**src/rtl/ex_mem_if.sv**
```systemverilog
// rtl/ex_mem_if.sv - EX/MEM pipeline register signal bundle
interface ex_mem_if;
  // Stage control
  logic        stall_ex;
  logic        stall_mem;
  logic        flush;
  // EX-side inputs
  logic [4:0]  ex_write_addr;
  logic        ex_write_enable;
  logic [31:0] ex_write_data;
  logic        ex_write_hilo_enable;
  logic [31:0] ex_write_hi_data;
  logic [31:0] ex_write_lo_data;
  logic [63:0] ex_hilo_temp;
  logic [1:0]  ex_cycle;
  // MEM-side outputs
  logic [4:0]  mem_write_addr;
  logic        mem_write_enable;
  logic [31:0] mem_write_data;
  logic        mem_write_hilo_enable;
  logic [31:0] mem_write_hi_data;
  logic [31:0] mem_write_lo_data;
  logic        mem_valid;
  logic [63:0] hilo_temp_out;
  logic [1:0]  cycle_out;

  // Pipeline control / EX stage side: drives controls and EX results, observes MEM
  modport master (
    output stall_ex, stall_mem, flush,
    output ex_write_addr, ex_write_enable, ex_write_data,
    output ex_write_hilo_enable, ex_write_hi_data, ex_write_lo_data,
    output ex_hilo_temp, ex_cycle,
    input  mem_write_addr, mem_write_enable, mem_write_data,
    input  mem_write_hilo_enable, mem_write_hi_data, mem_write_lo_data,
    input  mem_valid, hilo_temp_out, cycle_out
  );

  // The EX/MEM register itself
  modport slave (
    input  stall_ex, stall_mem, flush,
    input  ex_write_addr, ex_write_enable, ex_write_data,
    input  ex_write_hilo_enable, ex_write_hi_data, ex_write_lo_data,
    input  ex_hilo_temp, ex_cycle,
    output mem_write_addr, mem_write_enable, mem_write_data,
    output mem_write_hilo_enable, mem_write_hi_data, mem_write_lo_data,
    output mem_valid, hilo_temp_out, cycle_out
  );
endinterface

```
**src/rtl/ex_mem.sv**
```systemverilog
// rtl/ex_mem.sv - EX/MEM pipeline register; EX_MEM_MULTICYCLE_EN enables the multi-cycle feedback path
module ex_mem (
  input  logic     clock,
  input  logic     reset,
  ex_mem_if.slave  bus
);

  logic [4:0]  wr_addr_q,  wr_addr_d;
  logic        wr_en_q,    wr_en_d;
  logic [31:0] wr_data_q,  wr_data_d;
  logic        hilo_en_q,  hilo_en_d;
  logic [31:0] hi_data_q,  hi_data_d;
  logic [31:0] lo_data_q,  lo_data_d;
  logic        valid_q,    valid_d;

  // Advance only when neither stage is stalled; stall_mem alone (illegal) falls into hold.
  logic advance;
  logic bubble;
  assign advance = !bus.stall_ex && !bus.stall_mem;
  assign bubble  =  bus.stall_ex && !bus.stall_mem;

  // Next-state for the MEM-facing write fields: flush > bubble > hold > advance
  always_comb begin
    wr_addr_d = wr_addr_q;
    wr_en_d   = wr_en_q;
    wr_data_d = wr_data_q;
    hilo_en_d = hilo_en_q;
    hi_data_d = hi_data_q;
    lo_data_d = lo_data_q;
    valid_d   = valid_q;
    if (bus.flush || bubble) begin
      wr_addr_d = '0;
      wr_en_d   = 1'b0;
      wr_data_d = '0;
      hilo_en_d = 1'b0;
      hi_data_d = '0;
      lo_data_d = '0;
      valid_d   = 1'b0;
    end else if (advance) begin
      wr_addr_d = bus.ex_write_addr;
      wr_en_d   = bus.ex_write_enable;
      wr_data_d = bus.ex_write_data;
      hilo_en_d = bus.ex_write_hilo_enable;
      hi_data_d = bus.ex_write_hi_data;
      lo_data_d = bus.ex_write_lo_data;
      valid_d   = 1'b1;
    end
  end

  // Write-field register with synchronous reset
  always_ff @(posedge clock) begin
    if (reset) begin
      wr_addr_q <= '0;
      wr_en_q   <= 1'b0;
      wr_data_q <= '0;
      hilo_en_q <= 1'b0;
      hi_data_q <= '0;
      lo_data_q <= '0;
      valid_q   <= 1'b0;
    end else begin
      wr_addr_q <= wr_addr_d;
      wr_en_q   <= wr_en_d;
      wr_data_q <= wr_data_d;
      hilo_en_q <= hilo_en_d;
      hi_data_q <= hi_data_d;
      lo_data_q <= lo_data_d;
      valid_q   <= valid_d;
    end
  end

  assign bus.mem_write_addr        = wr_addr_q;
  assign bus.mem_write_enable      = wr_en_q;
  assign bus.mem_write_data        = wr_data_q;
  assign bus.mem_write_hilo_enable = hilo_en_q;
  assign bus.mem_write_hi_data     = hi_data_q;
  assign bus.mem_write_lo_data     = lo_data_q;
  assign bus.mem_valid             = valid_q;

`ifdef EX_MEM_MULTICYCLE_EN
  logic [63:0] temp_q, temp_d;
  logic [1:0]  cycle_q, cycle_d;

  // Partial result parks here while EX is stalled and is dropped once the instruction advances
  always_comb begin
    temp_d  = temp_q;
    cycle_d = cycle_q;
    if (bus.flush || advance) begin
      temp_d  = '0;
      cycle_d = '0;
    end else if (bubble) begin
      temp_d  = bus.ex_hilo_temp;
      cycle_d = bus.ex_cycle;
    end
  end

  // Multi-cycle feedback register with synchronous reset
  always_ff @(posedge clock) begin
    if (reset) begin
      temp_q  <= '0;
      cycle_q <= '0;
    end else begin
      temp_q  <= temp_d;
      cycle_q <= cycle_d;
    end
  end

  assign bus.hilo_temp_out = temp_q;
  assign bus.cycle_out     = cycle_q;
`else
  // Feature disabled: feedback ports tie off and EX's partial result is discarded
  logic unused_multicycle;
  assign unused_multicycle = ^{bus.ex_hilo_temp, bus.ex_cycle};

  assign bus.hilo_temp_out = '0;
  assign bus.cycle_out     = '0;
`endif

endmodule

```
**src/flat_wrapper.sv**
```systemverilog
// flat-port wrapper written by rule: the top's interface ports become plain ports
module ex_mem_flat 
  (clock, reset, bus_stall_ex, bus_stall_mem, bus_flush, bus_ex_write_addr, bus_ex_write_enable, bus_ex_write_data, bus_ex_write_hilo_enable, bus_ex_write_hi_data, bus_ex_write_lo_data, bus_ex_hilo_temp, bus_ex_cycle, bus_mem_write_addr, bus_mem_write_enable, bus_mem_write_data, bus_mem_write_hilo_enable, bus_mem_write_hi_data, bus_mem_write_lo_data, bus_mem_valid, bus_hilo_temp_out, bus_cycle_out);
  ex_mem_if bus_i ();
  input  logic clock;
  input  logic reset;
  input wire logic [$bits(bus_i.stall_ex)-1:0] bus_stall_ex;
  input wire logic [$bits(bus_i.stall_mem)-1:0] bus_stall_mem;
  input wire logic [$bits(bus_i.flush)-1:0] bus_flush;
  input wire logic [$bits(bus_i.ex_write_addr)-1:0] bus_ex_write_addr;
  input wire logic [$bits(bus_i.ex_write_enable)-1:0] bus_ex_write_enable;
  input wire logic [$bits(bus_i.ex_write_data)-1:0] bus_ex_write_data;
  input wire logic [$bits(bus_i.ex_write_hilo_enable)-1:0] bus_ex_write_hilo_enable;
  input wire logic [$bits(bus_i.ex_write_hi_data)-1:0] bus_ex_write_hi_data;
  input wire logic [$bits(bus_i.ex_write_lo_data)-1:0] bus_ex_write_lo_data;
  input wire logic [$bits(bus_i.ex_hilo_temp)-1:0] bus_ex_hilo_temp;
  input wire logic [$bits(bus_i.ex_cycle)-1:0] bus_ex_cycle;
  output wire logic [$bits(bus_i.mem_write_addr)-1:0] bus_mem_write_addr;
  output wire logic [$bits(bus_i.mem_write_enable)-1:0] bus_mem_write_enable;
  output wire logic [$bits(bus_i.mem_write_data)-1:0] bus_mem_write_data;
  output wire logic [$bits(bus_i.mem_write_hilo_enable)-1:0] bus_mem_write_hilo_enable;
  output wire logic [$bits(bus_i.mem_write_hi_data)-1:0] bus_mem_write_hi_data;
  output wire logic [$bits(bus_i.mem_write_lo_data)-1:0] bus_mem_write_lo_data;
  output wire logic [$bits(bus_i.mem_valid)-1:0] bus_mem_valid;
  output wire logic [$bits(bus_i.hilo_temp_out)-1:0] bus_hilo_temp_out;
  output wire logic [$bits(bus_i.cycle_out)-1:0] bus_cycle_out;
  assign bus_i.stall_ex = bus_stall_ex;
  assign bus_i.stall_mem = bus_stall_mem;
  assign bus_i.flush = bus_flush;
  assign bus_i.ex_write_addr = bus_ex_write_addr;
  assign bus_i.ex_write_enable = bus_ex_write_enable;
  assign bus_i.ex_write_data = bus_ex_write_data;
  assign bus_i.ex_write_hilo_enable = bus_ex_write_hilo_enable;
  assign bus_i.ex_write_hi_data = bus_ex_write_hi_data;
  assign bus_i.ex_write_lo_data = bus_ex_write_lo_data;
  assign bus_i.ex_hilo_temp = bus_ex_hilo_temp;
  assign bus_i.ex_cycle = bus_ex_cycle;
  assign bus_mem_write_addr = bus_i.mem_write_addr;
  assign bus_mem_write_enable = bus_i.mem_write_enable;
  assign bus_mem_write_data = bus_i.mem_write_data;
  assign bus_mem_write_hilo_enable = bus_i.mem_write_hilo_enable;
  assign bus_mem_write_hi_data = bus_i.mem_write_hi_data;
  assign bus_mem_write_lo_data = bus_i.mem_write_lo_data;
  assign bus_mem_valid = bus_i.mem_valid;
  assign bus_hilo_temp_out = bus_i.hilo_temp_out;
  assign bus_cycle_out = bus_i.cycle_out;
  ex_mem u_core (.clock(clock), .reset(reset), .bus(bus_i));
endmodule
```
**config.mk**
```make
export PLATFORM = sky130hd
export DESIGN_NAME = ex_mem_flat
export DESIGN_NICKNAME = d
export VERILOG_FILES = /design/src/rtl/ex_mem_if.sv /design/src/rtl/ex_mem.sv /design/src/flat_wrapper.sv
export SDC_FILE = /design/constraint.sdc
export NUM_CORES = 1
export LEC_CHECK = 0
export BUFFER_PORTS_ARGS = -buffer_cell sky130_fd_sc_hd__buf_2
export CORE_AREA = 2 2 134 136
export DETAILED_ROUTE_END_ITERATION = 6
export DIE_AREA = 0 0 136 138
export PLACE_DENSITY_LB_ADDON = 0.25
export SYNTH_ARGS = -nofsm -noshare
export SYNTH_HDL_FRONTEND = slang
export SYNTH_SLANG_ARGS = --single-unit
```
**constraint.sdc**
```tcl
create_clock -name clock -period 1.2 [get_ports clock]
set_input_delay 0.06 -clock clock [delete_from_list [all_inputs] [get_ports clock]]
set_output_delay 0.06 -clock clock [all_outputs]
set_load 0.05 [all_outputs]
```
# Word level (Yosys, flattened, before mapping)
# Cells that the tools add are included.
# op_classes
n_reduce_logical	6
# op_table
operator	n
1-bit logical AND	2
1-bit logical NOT	2
2-bit OR reduction	1
1-bit logical OR	1
# word_totals
elab_cells	13
inputBits	174
reg_bits	104
out_inout_bits	170

# Logic depth before layout (Yosys ltp)
# Gate-level depths: netlist of run 1.
# depth
depth_word	4
mapped_depth	6

# Worst setup path before layout of run 1
# OpenSTA, ideal clock, no wires.
# synth_timing
path_kind	input port to flip-flop
start	input bus_stall_mem
end	register u_core.lo_data_q[24], in the netlist u_core.bus.mem_write_lo_data[24]
stages	5
setup_slack_ps	245
setup_ps	70
arrival_time_ps	886
n_path_buf	3
cell_sequence	buf_6 buf_6 buf_6 or3b_1 a21oi_1
# synth_between
elab_chain_cells	4
word_cells_on_any_way	5
cone_classes	reduce/logical: 5
# synth_lines
item	line_no	source
from (decl)	flat_wrapper.sv:8	input wire logic [$bits(bus_i.stall_mem)-1:0] bus_stall_mem;
1-bit logical NOT (*)	ex_mem.sv:19, ex_mem.sv:20	
1-bit logical AND	ex_mem.sv:20	assign bubble = bus.stall_ex && !bus.stall_mem;
1-bit logical OR	ex_mem.sv:31	if (bus.flush || bubble) begin
2-bit OR reduction (no line)	--	
to (signal assigned)	ex_mem.sv:66	lo_data_q <= lo_data_d;
to (decl)	ex_mem.sv:13	logic [31:0] lo_data_q, lo_data_d;
# Every way passes the cells marked *; elsewhere a longest branch is shown, timed or not.
# A chain may end at the register's enable or synchronous reset.

# Worst setup path in the final report of run 1
# layout_timing
start	input reset
end	register u_core.hi_data_q[0], in the netlist u_core.bus.mem_write_hi_data[0]
# layout_between
elab_chain_cells	1
# layout_lines
item	line_no	source
from (decl)	flat_wrapper.sv:6	input logic reset;
2-bit OR reduction (no line)	--	
to (signal assigned)	ex_mem.sv:65	hi_data_q <= hi_data_d;
to (decl)	ex_mem.sv:12	logic [31:0] hi_data_q, hi_data_d;
# Every way passes these cells.

==> results of run 1 <==
-- synth_stat cells, drive strengths merged --
master / instances / share of area (%)
dfxtp: 104 / 45
clkbuf: 25 / 2.0
conb: 1 / 0.081
or2: 2 / 0.27
nand2: 104 / 8.4
buf: 87 / 13
a21oi: 104 / 11
or3b: 103 / 20
-- metal layers --
layer	global-route usage (%)	part of all wire [%]
met5	0	0.11
met1	15.39	44
met2	18.35	43
met4	3.015	0.87
met3	6.747	12
-- sequential cells by signal, indices dropped and copies added (netlist names) --
signal                            count
u_core.bus.mem_valid                  1
u_core.bus.mem_write_hi_data         32
u_core.bus.mem_write_hilo_enable      1
u_core.bus.mem_write_lo_data         32
u_core.bus.mem_write_addr             5
u_core.bus.mem_write_enable           1
u_core.bus.mem_write_data            32
-- logic make-up (layout without fill, tap and decap cells) --
logic type      count (synthesis)  in the layout
compound gates                104            104
buf+inv                       112            249
simple gates                  209            209
flops                         104            104
other cells                     1             66
-- cells in the final DEF (no fill, tap or decap) --
| master | instances |
|---|---|
| a21oi_1 | 102 |
| a21oi_2 | 2 |
| buf_12 | 4 |
| buf_16 | 1 |
| buf_2 | 210 |
| buf_4 | 15 |
| clkbuf_16 | 10 |
| clkinv_2 | 2 |
| clkinvlp_4 | 1 |
| conb_1 | 66 |
| dfxtp_1 | 104 |
| dlygate4sd3_1 | 2 |
| inv_6 | 4 |
| nand2_1 | 104 |
| or2_2 | 1 |
| or2_4 | 1 |
| or3b_1 | 95 |
| or3b_2 | 8 |
-- power breakdown --
group / leakage (nW) / internal (mW) / switching [mW] / total (mW)
registers: 0.842 / 3.52 / 0.0321 / 3.55
logic: 1.76 / 0.371 / 1.03 / 1.40
clock network: 0.137 / 1.43 / 1.39 / 2.82
-- layout make-up --
type,instances,area [um2],share of cell area [%]
repair buffers,233,1316,21.77
clock inverters,7,52.55,0.8692
multi-input cells,379,2083,34.46
flip-flops and latches,104,2082,34.44
well taps,229,286.5,4.739
clock buffers,9,225.2,3.725
-- timing repair --
item / 4_1_cts / 5_1_grt
gates resized for setup: 0 / 3
hold buffers: 2 / 0
buffers inserted: 0 / 0
setup endpoints to repair: 0 / 26
endpoints found under the hold margin: 1 / 0
-- per-stage QoR --
stage	cells	setup slack, ns	hold WS [ns]	util, %
floorplan	595	0.2445	0.3011	-
global placement	942	0.02867	0.3515	32.55
detailed placement	942	0.02440	0.3541	32.55
CTS	960	0.04497	0.01612	34.25
global route	961	0.009765	0.008721	34.48
finish	961	0.04023	0.04056	34.48
-- critical path: stages --
cell,delay (ns)
dlygate4sd3_1,0.53
buf_2,0.13
or2_4,0.29
buf_16,0.19
a21oi_1,0.17
-- path summary, 6_finish.rpt --
kind / from / slack (ns) / depth (start not counted) / to
max: reset / 0.04 / 5 / u_core.bus.mem_write_hi_data[0]
min: bus_ex_write_data[8] / 0.04 / 3 / u_core.bus.mem_write_data[8]
min reg2reg: u_core.bus.mem_write_hi_data[27] / 0.45 / 2 / u_core.bus.mem_write_hi_data[27]
max reg2reg: u_core.bus.mem_write_data[0] / 0.62 / 2 / u_core.bus.mem_write_data[0]
==> impl_metrics.csv, run 1 <==
group,metric,value,unit
status,status,"finished clean",
clock_network,cts_buffers,9,
global_routing,antenna_found_initial,1,
sta,finalSetupViolations,0,
worst_setup_path,endpoint_kind,"flip-flop",
route,ant_nets,0,
die,die_h,138,um
placed_design,port_buffers,211,
worst_setup_path,worstPathMaxFanout,52,
worst_setup_path,cp.arrival,1.44,ns
clock_network,root_buffer,"clkbuf_16",
cells_and_area,fillers,1891,
clock_network,clkSinkCount,104,
synth,synth_xor_area_share,0,%
clock_network,cts_tree,"yes",
power,leakage,2.739,nW
synth,synth_top_family_by_area,"simple AND/OR/NAND/NOR gates",
power,power_per_cell_area,1286,nW/um2
global_routing,grt_pass1_vias,3650,
global_routing,grtUsageTotal,12.28,%
route,first_iter_violations,138,
power,irDropWorstVdd,0.0006018,V
route,first_pass_iters,7,
route,wl,11910,um
worst_setup_path,critPathKind,"in2reg",
clock_network,htree_num_levels,3,
run,drv_cap,0,
synth,syn_inst,530,
sta,finalCritPeriodShare,96.65,%
synth,synth-seq-cells,104,
cells_and_area,num-nets-final,901,
die,design.die.area,18770,um2
die,fp.dieW,136,um
route,vias_per_cell,4.172,
cells_and_area,layout-drive-gt1-share,35.38,%
placed_design,dp_hpwl,7947,um
global_routing,grt_max_degree,104,
synth,syn-cell-area,4624,um2
synth,synth.avg_cell_area,8.725,um2
sta,clock.fmax,0.8622,GHz
clock_network,clock_latency,0.34,ns
route,drc_errors,0,
global_routing,grt_overflow,0,
route,wl_per_cell,12.39,um
cells_and_area,fin_area,6046,um2
synth,synth_warnings,0,
die,initial_core_util,26.37,%
die,io_pins,344,
worst_setup_path,cp_data_required_time,1.48,ns
placed_design,gp_congestion,0.7281,
sta,setup-tns-final,0,ns
sta,hold_violations,0,
sta,slew_viol_final,0,
hold_path,hold_path_class,"in2reg",
sta,fin_skew,0,ns
synth,synthMuxAreaShare,0,%
synth,ys_seq_area_share,45.02,%
synth,synth_compound_area_share,11.26,%
synth,synth_simple_gate_area_share,28.22,%
sta,rsz0062_at_grt,"no",
sta,fin_crit,1.160,ns
die,core,17530,um2
synth,synth_cell_types,11,
synth,synth_fa_ha_area_share,0,%
route,via_count,4009,
die,rows,49,
clock_network,cts_buffer_depth,2,
cells_and_area,area_growth,30.74,%
clock_network,clkTransAtPathRegs,0.08,ns
power,total_power,7.775,mW
placed_design,placed_area,5708,um2
global_routing,grt_pass1_wl,18460,um
cells_and_area,antenna_cells,0,
worst_setup_path,start_kind,"input pin",
Power figures use the tool's default switching activity.
==> run 2: changes to the inputs <==
Settings changed: PLACE_DENSITY_LB_ADDON 0.25 to default.
==> run 2 against run 1 <==
Design area grew 0.43%. Clock skew is the same. Register-to-register slack lost 0.03 ns. Clock-buffer cell count grew 5. Flip-flop and latch count is the same. Power grew 5.8%. Wire length shrank 2.3%. Sequential share of layout area shrank 0.15 points. Critical endpoint is now bus_mem_write_data[23]. Largest power group unchanged.
==> impl_metrics.csv, run 2 (synthesized netlist as in run 1, its figures left out) <==
group,metric,value,unit
status,status,"finished clean",
worst_setup_path,cpLargestDelayFamily,"flip-flops",
hold_path,hold_depth,3,
power,switching_share,28.40,%
worst_setup_path,max_stage_delay,0.36,ns
worst_setup_path,worstSetupPathDepth,1,
sta,finalSetupViolations,0,
route,via_count,3984,
worst_setup_path,worstRegToRegCells,2,
sta,hold_violations,0,
route,first_iter_violations,115,
worst_setup_path,worstPathMaxFanout,2,
power,p_sw,2.337,mW
placed_design,dp.cells,941,
power,power_per_cell_area,1355,nW/um2
placed_design,gp_congestion,0.7261,
clock_network,post-cts-setup-buffers,0,
cells_and_area,antenna_cells,0,
route,drc_errors,0,
global_routing,grt_pass1_wl,17840,um
route,ant_nets,0,
global_routing,grtUsageTotal,11.92,%
power,combPwrFrac,16.9,%
clock_network,clkSinkCount,104,
route,first_pass_iters,4,
die,die_h,138,um
clock_network,cts_buffer_depth,2,
clock_network,cts_tree,"yes",
sta,setup-tns-final,0,ns
cells_and_area,finalNonFillerCells,957,
placed_design,port_buffers,211,
clock_network,cts_hold_buf,0,
sta,slew_viol_final,0,
worst_setup_path,critPathKind,"reg2out",
cells_and_area,mostFrequentLayoutCell,"buf_2",
cells_and_area,layout-drive-gt1-share,34.75,%
worst_setup_path,start_kind,"flip-flop",
sta,rsz0062_at_grt,"no",
sta,fin_crit,1.047,ns
sta,fin_skew,0,ns
cells_and_area,num-nets-final,897,
clock_network,root_buffer,"clkbuf_16",
power,p_clk_share,39.9,%
placed_design,dp_hpwl,8101,um
worst_setup_path,path_buf_inv,1,
clock_network,clkTransAtPathRegs,0.07,ns
clock_network,htree_num_levels,3,
placed_design,placed_area,5738,um2
power,seqPwrFrac,43.2,%
global_routing,grt_overflow,0,
route,wl_per_cell,12.16,um
route,wl,11640,um
worst_setup_path,endpoint_kind,"primary output",
worst_setup_path,cp.arrival,0.99,ns
global_routing,grt_max_degree,72,
sta,clock.fmax,0.9553,GHz
hold_path,hold_path_class,"in2reg",
worst_setup_path,cp_data_required_time,1.14,ns
global_routing,grt_pass1_vias,3435,
worst_setup_path,critPathSlowestCell,"dfxtp_1",
die,io_pins,344,
clock_network,clock_latency,0.33,ns
cells_and_area,area_growth,31.30,%
clock_network,cts_buffers,9,
die,fp.dieW,136,um
route,vias_per_cell,4.163,
die,rows,49,
global_routing,antenna_found_initial,2,
die,core,17530,um2
sta,finalCritPeriodShare,87.23,%
worst_setup_path,cp_cell_sequence,"buf_2",
power,leakage,2.750,nW
power,irDropWorstVdd,0.0006124,V
cells_and_area,fin_area,6072,um2
cells_and_area,layout_common_cells,"buf_2 (210), nand2_1 (104), a21oi_1 (104), dfxtp_1 (104), or3b_1 (95)",
die,design.die.area,18770,um2
run,drv_cap,0,
clock_network,ctsResizeCount,0,
sta,whs,0.04862,ns
die,initial_core_util,26.37,%
power,p_int,5.892,mW
run 2: cell count changes in the layout (fill, tap and decap cells not counted), sizes merged:
cell,change
buf,-1
bufinv,+2
clkbuf,+4
clkinv,-2
clkinvlp,-1
dlygate4sd3,-2
inv,-4
run 2: power by group through the flow:
| stage | sequential [mW] | combinational (mW) | clock [mW] |
|---|---|---|---|
| floorplan | 3.88 | 0.962 | 0 |
| global placement | 3.63 | 1.40 | 0 |
| detailed placement | 3.63 | 1.40 | 0 |
| CTS | 3.55 | 1.40 | 3.45 |
| global route | 3.56 | 1.49 | 3.56 |
| finish | 3.55 | 1.39 | 3.29 |
run 2: final cells by class:
type / count / area [um2]
sequential: 104 / 2082
clock inverter: 2 / 60.06
fill: 1854 / 11460
clock buffer: 14 / 274.0
timing repair buffer: 229 / 1294
multi-input combinational: 379 / 2076
tap: 229 / 286.5
run 2: through the flow:
stage,utilization (%),power [mW],worst slack [ns]
finish,34.63,8.229,0.1533
global route,34.63,8.605,0.08995
CTS,34.63,8.399,0.1045
detailed placement,32.72,5.028,0.03126
global placement,32.72,5.025,0.05847
floorplan,-,4.838,0.2445
run 2: final timing paths:
| path | from | to | slack [ns] |
|---|---|---|---|
| max | u_core.bus.mem_write_data[23] | bus_mem_write_data[23] | 0.15 |
| min | bus_ex_write_hi_data[16] | u_core.bus.mem_write_hi_data[16] | 0.05 |
| max reg2reg | u_core.bus.mem_write_data[25] | u_core.bus.mem_write_data[25] | 0.59 |
| min reg2reg | u_core.bus.mem_write_hi_data[30] | u_core.bus.mem_write_hi_data[30] | 0.45 |
run 2: per-layer routing:
layer	vias up	part of all wire (%)	GRT usage, %
li1	2042	-	-
met1	1733	42	14.34
met2	185	46	18.99
met3	20	9.7	4.327
met4	4	2.1	5.263
met5	-	0.26	0
